<file path="src/rtl/upsample2x_stream.sv">
// upsample2x_stream: 2x nearest-neighbour upsampler for a raster feature-map stream.
// Each input pixel is emitted twice on the first output row; the row is then replayed from a line buffer.
// Ready/valid on both sides: outputs hold steady under out_ready=0, and in_ready drops while a row is replayed.
module upsample2x_stream #(
  parameter int IN_WIDTH   = 14,
  parameter int IN_HEIGHT  = 14,
  parameter int CHANNELS   = 256,
  parameter int DATA_WIDTH = 16
) (
  input  logic                  clk,
  input  logic                  rst,
  input  logic                  start,
  input  logic [DATA_WIDTH-1:0] in_data,
  input  logic                  in_valid,
  output logic                  in_ready,
  output logic [DATA_WIDTH-1:0] out_data,
  output logic                  out_valid,
  input  logic                  out_ready,
  output logic                  out_last,
  output logic                  busy,
  output logic                  done
);

  localparam int CW = (IN_WIDTH  > 1) ? $clog2(IN_WIDTH)  : 1;
  localparam int RW = (IN_HEIGHT > 1) ? $clog2(IN_HEIGHT) : 1;
  localparam int KW = (CHANNELS  > 1) ? $clog2(CHANNELS)  : 1;

  typedef enum logic [1:0] {IDLE, FILL, REPEAT, FINISH} state_t;

  state_t                state, state_nxt;
  logic [CW-1:0]         col;
  logic [RW-1:0]         row;
  logic [KW-1:0]         ch;
  logic [DATA_WIDTH-1:0] hold;
  logic                  hold_v;
  logic                  dup;
  logic [DATA_WIDTH-1:0] linebuf [IN_WIDTH];

  logic col_last, row_last, ch_last;
  logic in_fire, out_fire;

  assign col_last = (col == CW'(IN_WIDTH - 1));
  assign row_last = (row == RW'(IN_HEIGHT - 1));
  assign ch_last  = (ch  == KW'(CHANNELS - 1));
  assign in_fire  = in_valid & in_ready;
  assign out_fire = out_valid & out_ready;

  // State register.
  always_ff @(posedge clk) begin
    if (rst) state <= IDLE;
    else     state <= state_nxt;
  end

  // Next state and handshake/status outputs.
  always_comb begin
    state_nxt = state;
    in_ready  = 1'b0;
    out_valid = 1'b0;
    out_data  = '0;
    out_last  = 1'b0;
    busy      = 1'b1;
    done      = 1'b0;
    case (state)
      IDLE: begin
        busy = 1'b0;
        if (start) state_nxt = FILL;
      end
      FILL: begin
        // Back-to-back accept when the held pixel is leaving, except on the
        // last column: the next pixel belongs to a later row and must wait
        // until the replay of this row has finished.
        in_ready  = !hold_v | (dup & out_ready & !col_last);
        out_valid = hold_v;
        out_data  = hold;
        if (hold_v && out_ready && dup && col_last) state_nxt = REPEAT;
      end
      REPEAT: begin
        out_valid = 1'b1;
        out_data  = linebuf[col];
        out_last  = col_last & dup & row_last & ch_last;
        if (out_ready && dup && col_last) begin
          if (row_last && ch_last) state_nxt = FINISH;
          else                     state_nxt = FILL;
        end
      end
      FINISH: begin
        done      = 1'b1;
        state_nxt = IDLE;
      end
      default: state_nxt = IDLE;
    endcase
  end

  // Hold register, duplicate flag and col/row/ch position counters.
  always_ff @(posedge clk) begin
    if (rst) begin
      hold   <= '0;
      hold_v <= 1'b0;
      dup    <= 1'b0;
      col    <= '0;
      row    <= '0;
      ch     <= '0;
    end else begin
      case (state)
        IDLE: begin
          if (start) begin
            hold_v <= 1'b0;
            dup    <= 1'b0;
            col    <= '0;
            row    <= '0;
            ch     <= '0;
          end
        end
        FILL: begin
          if (out_fire) begin
            if (!dup) begin
              dup <= 1'b1;
            end else begin
              dup    <= 1'b0;
              hold_v <= 1'b0;
              col    <= col_last ? '0 : col + CW'(1);
            end
          end
          // A new pixel overrides the clear above when it arrives in the same cycle.
          if (in_fire) begin
            hold   <= in_data;
            hold_v <= 1'b1;
            dup    <= 1'b0;
          end
        end
        REPEAT: begin
          if (out_fire) begin
            dup <= !dup;
            if (dup) begin
              col <= col_last ? '0 : col + CW'(1);
              if (col_last) begin
                if (!row_last) begin
                  row <= row + RW'(1);
                end else begin
                  row <= '0;
                  ch  <= ch_last ? '0 : ch + KW'(1);
                end
              end
            end
          end
        end
        default: ;
      endcase
    end
  end

  // Line buffer: store the held pixel as its second copy leaves, so the
  // write address is always the column the pixel belongs to.
  always_ff @(posedge clk) begin
    if (state == FILL && out_fire && dup) linebuf[col] <= hold;
  end

endmodule

</file>
<file path="config.mk">
export PLATFORM = sky130hd
export DESIGN_NAME = upsample2x_stream
export DESIGN_NICKNAME = d
export VERILOG_FILES = /design/src/rtl/upsample2x_stream.sv
export SDC_FILE = /design/constraint.sdc
export NUM_CORES = 1
export LEC_CHECK = 0
export CAP_MARGIN = 20
export CORE_MARGIN = 2
export CORE_UTILIZATION = 40
export DETAILED_ROUTE_END_ITERATION = 6
export SYNTH_ARGS = -nofsm -noshare
export SYNTH_HDL_FRONTEND = slang
export SYNTH_SLANG_ARGS = --single-unit
</file>
<file path="constraint.sdc">
create_clock -name clk -period 7.25 [get_ports clk]
set_input_delay 1.45 -clock clk [delete_from_list [all_inputs] [get_ports clk]]
set_output_delay 1.45 -clock clk [all_outputs]
set_load 0.01 [all_outputs]
</file>
== Word-level counts from Yosys, hierarchy flattened ==
Memory sizes are Yosys's and may differ from the RTL's. A register that Yosys moved wholly into a read port is not among the register bits.
Index checks and enable logic that the tools add are counted.

* Bits in registers: 36
* Memories kept: 1
* Output and inout port bits: 21
* Input bits: 21
* Bits in writable memories: 224
* Logic and storage cells: 102

{| class="wikitable"
|+ Memories
! name !! depth !! bits a word !! read ports !! clocked after Yosys merged registers in !! write ports !! line !! source
|-
| linebuf || 14 || 16 || 1 || 1 || 1 || 37 || <nowiki>logic [DATA_WIDTH-1:0] linebuf [IN_WIDTH];</nowiki>
|}

* Add/subtract/negate cells: 3
* Reductions and logical operators: 24
* Equality and inequality tests: 17
* Bitwise operators: 8
* Multiplexer cells: 42

{| class="wikitable"
|+ Operator list
! cell !! number
|-
| $mux W8 || 6
|-
| $mux W4 || 10
|-
| $pmux W16 S2 || 1
|-
| $pmux W4 S2 || 2
|-
| $pmux W8 S2 || 1
|-
| $mux W1 || 14
|-
| $ne A2 B2 Y1 const B || 7
|-
| $reduce_and A4 Y1 || 3
|-
| $add A4 B1 Y4 const B || 2
|-
| $add A8 B1 Y8 const B || 1
|-
| $eq A4 B4 Y1 const B || 2
|-
| $eq A8 B8 Y1 const B || 1
|-
| $logic_and A1 B1 Y1 || 8
|-
| $mux W2 || 4
|-
| $pmux W2 S4 || 1
|-
| $and A1 B1 Y1 || 7
|-
| $ne A3 B3 Y1 const B || 2
|-
| $reduce_and A6 Y1 || 1
|-
| $reduce_bool A2 Y1 || 3
|-
| $reduce_and A5 Y1 || 1
|-
| $eq A2 B2 Y1 const B || 2
|-
| $ne A2 B1 Y1 const B || 2
|-
| $pmux W1 S2 || 2
|-
| $logic_not A1 Y1 || 3
|-
| other kinds (8) || 8
|}

== Longest topological paths before layout ==
Gate-level depths: netlist of the first run.

* Depth in word-level cells: 8
* Mapped depth: 9
* Gate-level depth less buffers: 7

== Least setup slack after synthesis of the first run ==
No wires, ideal clock.

* Kind: input -> register
* Start: input port out_ready
* End: memory linebuf[0][0] (enable)
* Data arrival time: 3.323 ns
* Path slack: 3.518 ns
* Cell stages on the path: 5
* Cell sequence: nand2_1 > nor3b_1 > nor2b_1 > nand2b_1 > nor3_1

* Word-level cells in the longest chain between the ends: 5

{| class="wikitable"
|+ RTL lines
! element !! line !! source
|-
| from (decl) || 18 || <nowiki>input logic out_ready,</nowiki>
|-
| $and A1 B1 Y1 || 46 || <nowiki>assign out_fire = out_valid & out_ready;</nowiki>
|-
| $logic_and A1 B1 Y1 (2 in series) || 155 || <nowiki>if (state == FILL && out_fire && dup) linebuf[col] <= hold;</nowiki>
|-
| $mux W1 || 155 ||
|-
| $mux W1 (not written as such) || 155 ||
|-
| to (decl) || 37 ||
|}

Every way passes these cells.

== Final worst setup path of the first run ==
* Start: register state[0]
* End: output port out_data[7]

* Word-level cells in the longest chain between the ends: 2
* Elaborated cells on any way between the ends: 3
* Those cells by class: eq/ne (2); mux (1)

{| class="wikitable"
|+ RTL lines
! element !! line !! source
|-
| from (decl) || 30 || <nowiki>state_t state, state_nxt;</nowiki>
|-
| from (signal assigned) || 51 || <nowiki>else state <= state_nxt;</nowiki>
|-
| $eq A2 B2 Y1 or $eq A2 B1 Y1 (tied branches) || 63 || <nowiki>case (state)</nowiki>
|-
| $pmux W16 S2 (*) || 63 ||
|-
| to (decl) || 16 || <nowiki>output logic [DATA_WIDTH-1:0] out_data,</nowiki>
|}

Mark *: on every way between the ends. The rest lies on a longest branch, timed or not.

==> run_results.csv, run 1 <==
group,metric,value,unit
critical_path,path_max_fanout,19,
synthesis,synth_common_cells,"edfxtp_1 (224), nand2_1 (77), o21ai_0 (60)",
grt,use_met1,23.7,%
grt,antenna_found_initial,0,
synthesis,syn_inst,714,
detailed_routing,detail-route-antenna-nets,0,
min_path,min_path_type,"register to register",
place,dp_hpwl,14200,µm
pwr,pwr_density_cell,294,nW/µm²
clock_network,post_cts_resized,0,
critical_path,cp.required,5800,ps
synthesis,synth_top_area_share,62.8,%
place,port_buffers,41,
run,cap_violations,0,
timing,fin_skew,22.9,ps
timing,final.setup.tns,0,ps
die,row_count,59,
min_path,min_path_cells,2,
clock_network,cts_setup_buffers,0,
synthesis,synth_enable_flop_cells,224,
timing,hold_viol,0,
detailed_routing,viasPerCell,5.55,
timing,slew_headroom,36.0,%
timing,post-route-period-util,71.8,%
place,dp_slack,2690,ps
synthesis,synth.most_common_cell,"edfxtp_1",
grt,grt_pass1_wl,36600,µm
critical_path,r2r-end,"linebuf[10][11]$_DFFE_PP_",
timing,rsz0062_at_grt,"no",
synthesis,synth.distinct_cells,45,
timing,drv_slew,0,
grt,top_usage_layer,"met2",
min_path,min_to,"ch[0]$_SDFFE_PP0P_",
critical_path,start_kind,"register",
clock_network,cts_buffers,27,
status,status,"finished, final reports clean",
synthesis,synth_top_area_cell,"edfxtp_1",
cells_and_area,n_fill_cell,2207,
clock_network,path_clk_slew,60,ps
clock_network,cts-root-buf,"clkbuf_16",
grt,track_usage,17.1,%
critical_path,reg2reg_depth,6,
die,pin_count,42,
timing,finalSetupViolations,0,
synthesis,synth_ff_type,"edfxtp_1",
critical_path,cp-end-kind,"output pin",
pwr,leakage,3.88,nW
cells_and_area,drive_above_1_share,12.9,%
grt,grt_max_degree,56,
critical_path,cpPeakStageDelay,750,ps
cells_and_area,finalNonFillerCells,1116,
cells_and_area,syn2layout_area_growth,16.2,%
synthesis,ys_top_cells_by_area,"edfxtp_1 (63%), dfxtp_1 (7.5%), mux4_2 (6.7%)",
detailed_routing,drtIter0Drc,631,
die,die_area,28100,µm²
critical_path,crit_slowest_cell,"nor2_2",
die,die_h,168,µm
critical_path,critPathKind,"register to output pin",
min_path,worstHoldStart,"ch[0]$_SDFFE_PP0P_",
clock_network,postCtsHoldBufs,0,
grt,met3_usage,2.91,%
synthesis,async_reset_ff_share,0,%
pwr,power,3.66,mW
critical_path,ff2ff_setup_slack,3380,ps
detailed_routing,drcViolationCount,0,
timing,fmax,192,MHz
detailed_routing,drt_pre_antenna_iters,5,
synthesis,ys_seq_area_share,70.2,%
critical_path,worstPathArrival,3750,ps
grt,grt_pass1_vias,6206,
cells_and_area,fin_nets,791,
critical_path,r2r_start,"state[1]$_SDFFE_PP0P_",
synthesis,postSynthAreaPerCell,15.0,µm²
clock_network,clk_latency,530,ps
detailed_routing,totalWireLength,23900,µm
clock_network,htreeDepth,1,
grt,gr-total-overflow,0,
timing,worstMarginPinSlew,959,ps
die,initial_core_util,40.9,%
clock_network,tritoncts,"yes",
clock_network,cts.sinks,264,
pwr,ir_worst_vdd,0.000186,V
synthesis,synth_nets,743,
timing,min_period,5200,ps
die,core_area,26200,µm²
place,gp_congestion,0.866,
detailed_routing,wire_per_inst,21.4,µm
place,dp_cells,1067,
clock_network,cts_max_path_buffers,3,
grt,use_met2,28.3,%
synthesis,synth_area,10700,µm²
critical_path,path_cells,"inv_1, ha_1, nand3_1, nor2_2, a22o_1, a21oi_1, o21ai_0, clkdlybuf4s50_1",
timing,setup_slack,2050,ps
synthesis,ys_warn_count,0,
synthesis,ys_seq_elements,264,
cells_and_area,diodes,0,
die,die_x,168,µm
detailed_routing,via_count,6194,
area by class of cell:
type	instances	area [µm²]	area share (%)
Clock inverter	10	158	1.27
Tap cell	335	419	3.37
Timing Repair Buffer	60	573	4.60
Multi-Input combinational cell	401	3000	24.1
Sequential cell	264	7530	60.5
Clock buffer	38	737	5.92
Inverter	8	30.0	0.241
stage by stage:
stage	instance area [µm²]	hold slack (ps)	utilization, %
detailed placement	11500	481	44.0
global placement	11500	469	44.0
finish	12500	496	47.5
global route	12500	525	47.5
floorplan	10700	458	-
CTS	12400	493	47.4
layout by cell type (no fill, tap or decap), drive strengths merged, types with 3 or more instances in the layout:
| cell | synthesis | final |
|---|---|---|
| mux4 | 32 | 32 |
| a211oi | 6 | 6 |
| nor3 | 5 | 5 |
| or4 | 3 | 3 |
| and2 | 3 | 3 |
| clkbuf | 28 | 38 |
| o21ai | 61 | 61 |
| or3 | 6 | 6 |
| nand2 | 77 | 77 |
| ha | 8 | 8 |
| nor2b | 7 | 7 |
| a21oi | 46 | 46 |
| buf | 13 | 19 |
| a22o | 16 | 16 |
| clkdlybuf4s50 | 0 | 41 |
| nand2b | 8 | 8 |
| nand3b | 3 | 3 |
| bufinv | 0 | 4 |
| nand4 | 5 | 5 |
| clkinv | 0 | 4 |
| dfxtp | 40 | 40 |
| nand3 | 11 | 11 |
| edfxtp | 224 | 224 |
| inv | 8 | 8 |
| mux2i | 51 | 51 |
| nor2 | 28 | 28 |
| and3 | 4 | 4 |
sequential cells by signal, indices dropped and copies added, names as in the netlist, named ones only:
register / cells
state: 2
linebuf: 224
ch: 8
hold: 16
dup: 1
row: 4
hold_v: 1
col: 4
kinds of logic (layout without fill, tap and decap cells):
| group | Yosys count | after routing | share of synthesized area, % |
|---|---|---|---|
| XOR/XNOR | 2 | 2 | 0.164 |
| buffers and inverters | 49 | 116 | 1.90 |
| flip-flops | 264 | 264 | 70.2 |
| adder cells (fa/ha/maj) | 8 | 8 | 0.934 |
| AND/OR/NAND/NOR | 167 | 167 | 7.53 |
| multiplexers | 83 | 83 | 11.5 |
| AO/OA/AOI/OAI | 141 | 141 | 7.73 |
power breakdown:
| group | internal, mW | switching (mW) | total [mW] | leakage (nW) |
|---|---|---|---|---|
| Combinational | 0.210 | 0.265 | 0.475 | 1.07 |
| Sequential | 1.71 | 0.0786 | 1.79 | 2.39 |
| Clock | 0.848 | 0.547 | 1.40 | 0.428 |
| Total | 2.77 | 0.891 | 3.66 | 3.88 |
worst max-delay path, delay by kind of cell, from the launching register on:
kind,cells,cell delay [ps]
AO/OA/AOI/OAI,3,500
flip-flops,1,340
AND/OR/NAND/NOR,2,1030
adder cells (fa/ha/maj),1,580
buffers and inverters,2,770
worst max-delay path by stage:
stage | from | to | slack [ps] | cells after the start
floorplan | out_ready | linebuf[0][0]$_DFFE_PP_ | 3520 | 5
global placement | out_ready | in_ready | 2730 | 5
detailed placement | out_ready | in_ready | 2690 | 5
CTS | state[0]$_SDFFE_PP0P_ | out_data[7] | 2140 | 8
global route | state[0]$_SDFFE_PP0P_ | out_data[4] | 1960 | 8
finish | state[0]$_SDFFE_PP0P_ | out_data[7] | 2050 | 8
metal layers:
layer  vias up  routed length (µm)
met4         0                 490
met3        33                1280
met2       207               11400
li1       2838                   -
met5         -                   0
met1      3116               10700
Power figures use the tool's default switching activity.
==> run 2: changes to the inputs <==
Clock period 7.25 ns to 5.1 ns, I/O delays scaled along.
==> run_results.csv, run 2 (synthesis results as in run 1) <==
group,metric,value,unit
critical_path,start_kind,"register",
die,initial_core_util,40.9,%
critical_path,cp.buffers_inverters,3,
die,pin_count,42,
clock_network,clk_latency,540,ps
timing,post-route-period-util,87.9,%
detailed_routing,via_count,6360,
grt,gr-total-overflow,0,
critical_path,path_max_fanout,13,
detailed_routing,wire_per_inst,21.8,µm
detailed_routing,drt_pre_antenna_iters,5,
clock_network,tritoncts,"yes",
grt,track_usage,17.3,%
timing,hold_viol,0,
detailed_routing,totalWireLength,24500,µm
timing,slew_headroom,42.1,%
clock_network,cts-root-buf,"clkbuf_16",
critical_path,path_cells,"inv_1, ha_1, nand3_1, nor2_1, buf_4, a22o_1, a21oi_1, o21ai_0, clkdlybuf4s50_1",
cells_and_area,diodes,0,
cells_and_area,final_common_cell,"edfxtp_1",
die,die_h,168,µm
timing,final.setup.tns,0,ps
critical_path,cp-end-kind,"output pin",
timing,fmax,223,MHz
place,port_buffers,41,
critical_path,crit_slowest_cell,"clkdlybuf4s50_1",
clock_network,cts.sinks,264,
timing,worstMarginPinSlew,862,ps
status,status,"finished, final reports clean",
critical_path,crit_family,"buffers and inverters",
clock_network,htreeDepth,1,
die,row_count,59,
clock_network,cts_buffers,27,
detailed_routing,detail-route-antenna-nets,0,
run,cap_violations,0,
min_path,min_path_type,"register to register",
cells_and_area,syn2layout_area_growth,16.9,%
place,dp_slack,1220,ps
cells_and_area,largest_reg_flops,224,
critical_path,cpPeakStageDelay,590,ps
cells_and_area,regMostFlops,"linebuf",
clock_network,cts_max_path_buffers,3,
timing,finalSetupViolations,0,
pwr,pwr_density_cell,417,nW/µm²
cells_and_area,layout_common_cells,"edfxtp_1 (224), nand2_1 (77), o21ai_0 (60)",
die,core_area,26200,µm²
die,die_x,168,µm
place,gp_congestion,0.852,
critical_path,cp.required,4080,ps
cells_and_area,finalNonFillerCells,1125,
timing,min_period,4480,ps
detailed_routing,viasPerCell,5.65,
clock_network,path_clk_slew,60,ps
die,die_area,28100,µm²
detailed_routing,drtIter0Drc,623,
clock_network,post_cts_resized,0,
grt,antenna_found_initial,0,
timing,fin_skew,12.8,ps
timing,setup_slack,616,ps
pwr,ir_worst_vdd,0.000267,V
critical_path,critPathKind,"register to output pin",
detailed_routing,drcViolationCount,0,
clock_network,cts_setup_buffers,0,
pwr,leakage,3.94,nW
cells_and_area,drive_above_1_share,14.2,%
timing,rsz0062_at_grt,"no",
grt,grt_pass1_vias,6289,
place,dp_cells,1075,
timing,holdWs,485,ps
cells_and_area,reg_top3,"linebuf (224), hold (16), ch (8)",
timing,drv_slew,0,
clock_network,postCtsHoldBufs,0,
grt,grt_pass1_wl,37100,µm
grt,grt_max_degree,49,
place,dp_hpwl,15000,µm
critical_path,worstPathArrival,3460,ps
cells_and_area,fin_nets,798,
[run 2: cell type report]
cell class | instances | area (µm²)
Fill cell | 2198 | 13700
Sequential cell | 264 | 7530
Multi-Input combinational cell | 401 | 3000
Clock buffer | 40 | 817
Timing Repair Buffer | 67 | 618
Tap cell | 335 | 419
Clock inverter | 10 | 110
Inverter | 8 | 30.0
[run 2: report_power, final]
| group | internal [mW] | switching (mW) |
|---|---|---|
| logic | 0.301 | 0.348 |
| registers | 2.43 | 0.138 |
| clock network | 1.21 | 0.803 |
| total | 3.94 | 1.29 |
[run 2: path summary, 6_finish.rpt]
path              slack [ps]  depth (start not counted)             startpoint                 endpoint
setup / recovery         620                          9  state[0]$_SDFFE_PP0P_              out_data[3]
hold / removal           480                          2     ch[0]$_SDFFE_PP0P_       ch[0]$_SDFFE_PP0P_
hold reg to reg          480                          2     ch[0]$_SDFFE_PP0P_       ch[0]$_SDFFE_PP0P_
setup reg to reg        1360                          7  state[0]$_SDFFE_PP0P_  linebuf[9][1]$_DFFE_PP_
[run 2: stage by stage]
| step | area, µm² | power, mW | util [%] |
|---|---|---|---|
| global placement | 11600 | 3.24 | 44.3 |
| finish | 12500 | 5.23 | 47.8 |
| CTS | 12500 | 5.27 | 47.8 |
| detailed placement | 11600 | 3.26 | 44.3 |
| global route | 12500 | 5.43 | 47.8 |
| floorplan | 10700 | 3.04 | - |
[run 2: tightest hold or removal path, cell delays in order, from the launching register on]
cell and delay, ps:
dfxtp_1 330, nand2_1 60, a21oi_1 50
[run 2: layer usage]
layer | vias up | GRT usage (%) | part of all wire [%]
met2 | 216 | 28.5 | 47
met5 | - | 0 | 0
li1 | 2855 | - | -
met4 | 0 | 4.16 | 1.8
met3 | 36 | 3.10 | 6.5
met1 | 3253 | 24.1 | 44
==> run 3: changes to the inputs <==
Settings changed: CORE_MARGIN 2 to 3, CTS_CLUSTER_SIZE set to 28, SKIP_CTS_REPAIR_TIMING set to 1.
==> run_results.csv, run 3 (synthesis results as in run 1) <==
group,metric,value,unit
grt,antenna_found_initial,0,
clock_network,htreeDepth,1,
clock_network,path_clk_slew,70,ps
detailed_routing,wire_per_inst,22.2,µm
die,die_x,170,µm
critical_path,crit_family,"buffers and inverters",
clock_network,tritoncts,"yes",
min_path,min_path_type,"register to register",
cells_and_area,reg_top3,"linebuf (224), hold (16), ch (8)",
die,row_count,59,
clock_network,cts-root-buf,"clkbuf_16",
critical_path,path_cells,"inv_1, ha_1, nand3_1, nor2_1, buf_4, a22o_1, a21oi_1, o21ai_0, clkdlybuf4s50_1",
detailed_routing,drtIter0Drc,534,
die,pin_count,42,
die,die_h,170,µm
timing,post-route-period-util,86.0,%
detailed_routing,viasPerCell,5.64,
grt,grt_pass1_wl,37900,µm
detailed_routing,drcViolationCount,0,
critical_path,start_kind,"register",
critical_path,critPathKind,"register to output pin",
pwr,ir_worst_vdd,0.000291,V
timing,rsz0062_at_grt,"no",
cells_and_area,syn2layout_area_growth,17.6,%
pwr,leakage,3.99,nW
place,dp_hpwl,15300,µm
timing,worstMarginPinSlew,874,ps
detailed_routing,drt_pre_antenna_iters,5,
critical_path,cpPeakStageDelay,590,ps
critical_path,worstPathArrival,3360,ps
cells_and_area,diodes,0,
timing,fmax,228,MHz
place,port_buffers,41,
timing,min_period,4380,ps
clock_network,clk_latency,530,ps
timing,slew_headroom,41.7,%
status,status,"finished, final reports clean",
timing,final.setup.tns,0,ps
detailed_routing,totalWireLength,25200,µm
cells_and_area,layout_common_cells,"edfxtp_1 (224), nand2_1 (77), o21ai_0 (60)",
timing,hold_viol,0,
timing,drv_slew,0,
cells_and_area,utilization,48.1,%
clock_network,cts_buffers,28,
clock_network,cts.sinks,264,
grt,gr-total-overflow,0,
cells_and_area,largest_reg_flops,224,
die,initial_core_util,40.9,%
grt,grt_pass1_vias,6313,
critical_path,cp.required,4080,ps
pwr,pwr_density_cell,420,nW/µm²
critical_path,path_max_fanout,13,
die,core_area,26200,µm²
cells_and_area,final_common_cell,"edfxtp_1",
grt,track_usage,17.3,%
detailed_routing,via_count,6398,
timing,fin_skew,11.1,ps
timing,finalSetupViolations,0,
cells_and_area,fin_nets,806,
place,gp_congestion,0.829,
cells_and_area,regMostFlops,"linebuf",
grt,grt_max_degree,45,
detailed_routing,detail-route-antenna-nets,0,
run,cap_violations,0,
critical_path,crit_slowest_cell,"clkdlybuf4s50_1",
critical_path,cp.buffers_inverters,3,
critical_path,cp-end-kind,"output pin",
die,die_area,28800,µm²
cells_and_area,drive_above_1_share,15.0,%
clock_network,cts_max_path_buffers,3,
[run 3: changes by cell type in the layout (fill, tap and decap cells not counted)]
cell       delta
clkinv_1      +2
clkbuf_8      -1
buf_12        -1
clkinv_2      +1
bufinv_16     +1
inv_4         -1
buf_4         +8
clkbuf_1      -1
clkinv_8      +1
[run 3: worst paths after layout]
check	from	end	slack, ps	depth (start not counted)
max	state[0]$_SDFFE_PP0P_	out_data[7]	720	9
min	ch[0]$_SDFFE_PP0P_	ch[0]$_SDFFE_PP0P_	490	2
max reg2reg	state[0]$_SDFFE_PP0P_	linebuf[6][6]$_DFFE_PP_	1340	7
min reg2reg	ch[0]$_SDFFE_PP0P_	ch[0]$_SDFFE_PP0P_	490	2
[run 3: power breakdown]
| group | total, mW | internal, mW | switching, mW |
|---|---|---|---|
| clock | 2.08 | 1.25 | 0.826 |
| sequential | 2.54 | 2.43 | 0.115 |
| combinational | 0.677 | 0.300 | 0.377 |
[run 3: worst register-to-register path, stage by stage, from the launching register on]
cell and delay, ps:
dfxtp_1 390, inv_1 120, ha_1 520, and2_1 690, nor3b_1 450, nor2b_1 310, and3_1 610, buf_4 360
[run 3: area by class of cell]
type / count / area (µm²)
well taps: 335 / 419
clock buffers: 38 / 800
multi-input cells: 401 / 3000
clock inverters: 14 / 163
repair buffers: 74 / 658
flip-flops and latches: 264 / 7530
fillers: 2176 / 13600
inverters: 8 / 30.0
[run 3: metal layers]
| layer | vias to the layer above | track usage (%) | part of all wire, % |
|---|---|---|---|
| met5 | - | 0 | 0 |
| met4 | 0 | 4.27 | 2.2 |
| met3 | 38 | 3.54 | 6.8 |
| met2 | 247 | 27.7 | 47 |
| met1 | 3241 | 24.4 | 44 |
| li1 | 2872 | - | - |
[run 3: per-stage QoR]
step | hold WS, ps | std cells | instance area (µm²) | power, mW | worst slack (ps)
5_1_grt | 515 | 1134 | 12600 | 5.51 | 458
6_report | 489 | 1134 | 12600 | 5.30 | 716
2_1_floorplan | 458 | 714 | 10700 | 3.04 | 1800
3_5_place_dp | 480 | 1082 | 11600 | 3.27 | 1240
4_1_cts | 490 | 1134 | 12600 | 5.35 | 678
3_3_place_gp | 472 | 1082 | 11600 | 3.25 | 1360
==> variant (flow settings as in run 3) <==
Reset style: asynchronous (`rst`), changed in 2 clocked blocks.
--- a/src/rtl/upsample2x_stream.sv
+++ b/src/rtl/upsample2x_stream.sv
@@ -48,3 +48,3 @@
   // State register.
-  always_ff @(posedge clk) begin
+  always_ff @(posedge clk or posedge rst) begin
     if (rst) state <= IDLE;
@@ -94,3 +94,3 @@
   // Hold register, duplicate flag and col/row/ch position counters.
-  always_ff @(posedge clk) begin
+  always_ff @(posedge clk or posedge rst) begin
     if (rst) begin
Behaviour: differs if rst is asserted again (counterexample within 4 cycles, from zero or initial values and one cycle with rst high); with rst held inactive, the same outputs for 10 cycles.
==> variant against run 3 <==
Wire length grew 0.97%. Critical path depth is 4 lower. Setup slack worse by 230 ps. Synthesized area rose by 3.6%. Register-to-register slack worse by 260 ps. Cell count is 1.9% lower. Cell area rose by 3.1%. Die area up 3.5%. Sequential cell count down 4.
Power is not compared: it rests on default switching activity, and its combinational part moved more than twofold at a synthesized area within 25%.
==> variant: results <==
INSERT INTO impl_metrics (metric_group, metric, value, unit) VALUES
('outcome', 'status', 'complete, no violations', ''),
('grt', 'grt_start_max_net_pins', '52', ''),
('placement', 'post_placement_cell_count', '1061', ''),
('min_path', 'whs_path_depth', '1', ''),
('setup_path', 'r2r_setup_slack', '1080', 'ps'),
('placement', 'hpwl', '15900', 'µm'),
('setup_path', 'critPathLaunch', 'col[3]', ''),
('sta', 'final_setup_skew', '17.8', 'ps'),
('synth', 'distinct_cell_type_count_after_synthesis', '56', ''),
('synth', 'seq_area_frac_synth', '68.7', '%'),
('placement', 'gp_routability_congestion', '0.807', ''),
('pwr', 'finalPower', '6.79', 'mW'),
('grt', 'grt_usage', '16.8', '%'),
('synth', 'syn-num-nets', '687', ''),
('setup_path', 'max_fo_critical_path', '17', ''),
('synth', 'synth.top_cells.by_area', 'edfxtp_1, dfrtp_1, mux2_1, mux2_4, mux2i_1', ''),
('sta', 'maxSlewHeadroom', '34.4', '%'),
('cts', 'cts_buffers', '27', ''),
('setup_path', 'worst_r2r_endpoint', 'linebuf[12][8]', ''),
('routing', 'vias_per_cell', '5.63', '');
==> variant: cell count changes in the layout (fill, tap and decap cells not counted), moves of 14 or more <==
cell / run 3 / this run
nand2_1: 77 / 17
a221o_1: 0 / 17
mux2_1: 0 / 42
o22ai_1: 0 / 18
nor3_1: 2 / 16
mux4_2: 32 / 16
dfrtp_1: 0 / 35
mux2_4: 0 / 30
mux2i_1: 51 / 36
dfxtp_1: 37 / 0
a21oi_1: 46 / 6
o21ai_0: 60 / 4
==> variant: critical path, cell delays in order, from the launching register on <==
cell and delay [ps]:
dfrtp_1 950, nand2_1 770, o22ai_1 390, nor3_1 140
a221o_1 300, clkdlybuf4s50_1 500
==> variant: layer usage <==
metal | global-route usage [%] | vias up | wire length [µm]
li1 | - | 2759 | -
met1 | 21.5 | 3253 | 10500
met2 | 29.4 | 212 | 13000
met3 | 3.01 | 47 | 1270
met4 | 5.04 | 0 | 634
met5 | 0 | - | 0
==> variant: metrics by stage <==
stage               setup slack, ps  instance area [µm²]
finish                          482                13000
global route                    323                13000
CTS                             457                13000
detailed placement             1050                12000
global placement               1070                12000
floorplan                      1470                11100
==> variant: cell families (layout without fill, tap and decap cells) <==
logic type,Yosys count,in the layout,share of synthesized area [%]
compound gates,89,89,6.17
fa+ha+maj,7,7,0.789
simple gates,118,118,6.19
mux,135,135,15.9
flops,260,260,68.7
buf+inv,50,132,2.24
==> variant: final cells by class <==
cell class	instances	area [µm²]	share of cell area [%]
flip-flops and latches	260	7630	58.8
inverters	12	45.0	0.347
clock buffers	29	683	5.26
multi-input cells	349	3260	25.1
clock inverters	21	246	1.90
repair buffers	70	661	5.09
well taps	372	465	3.58
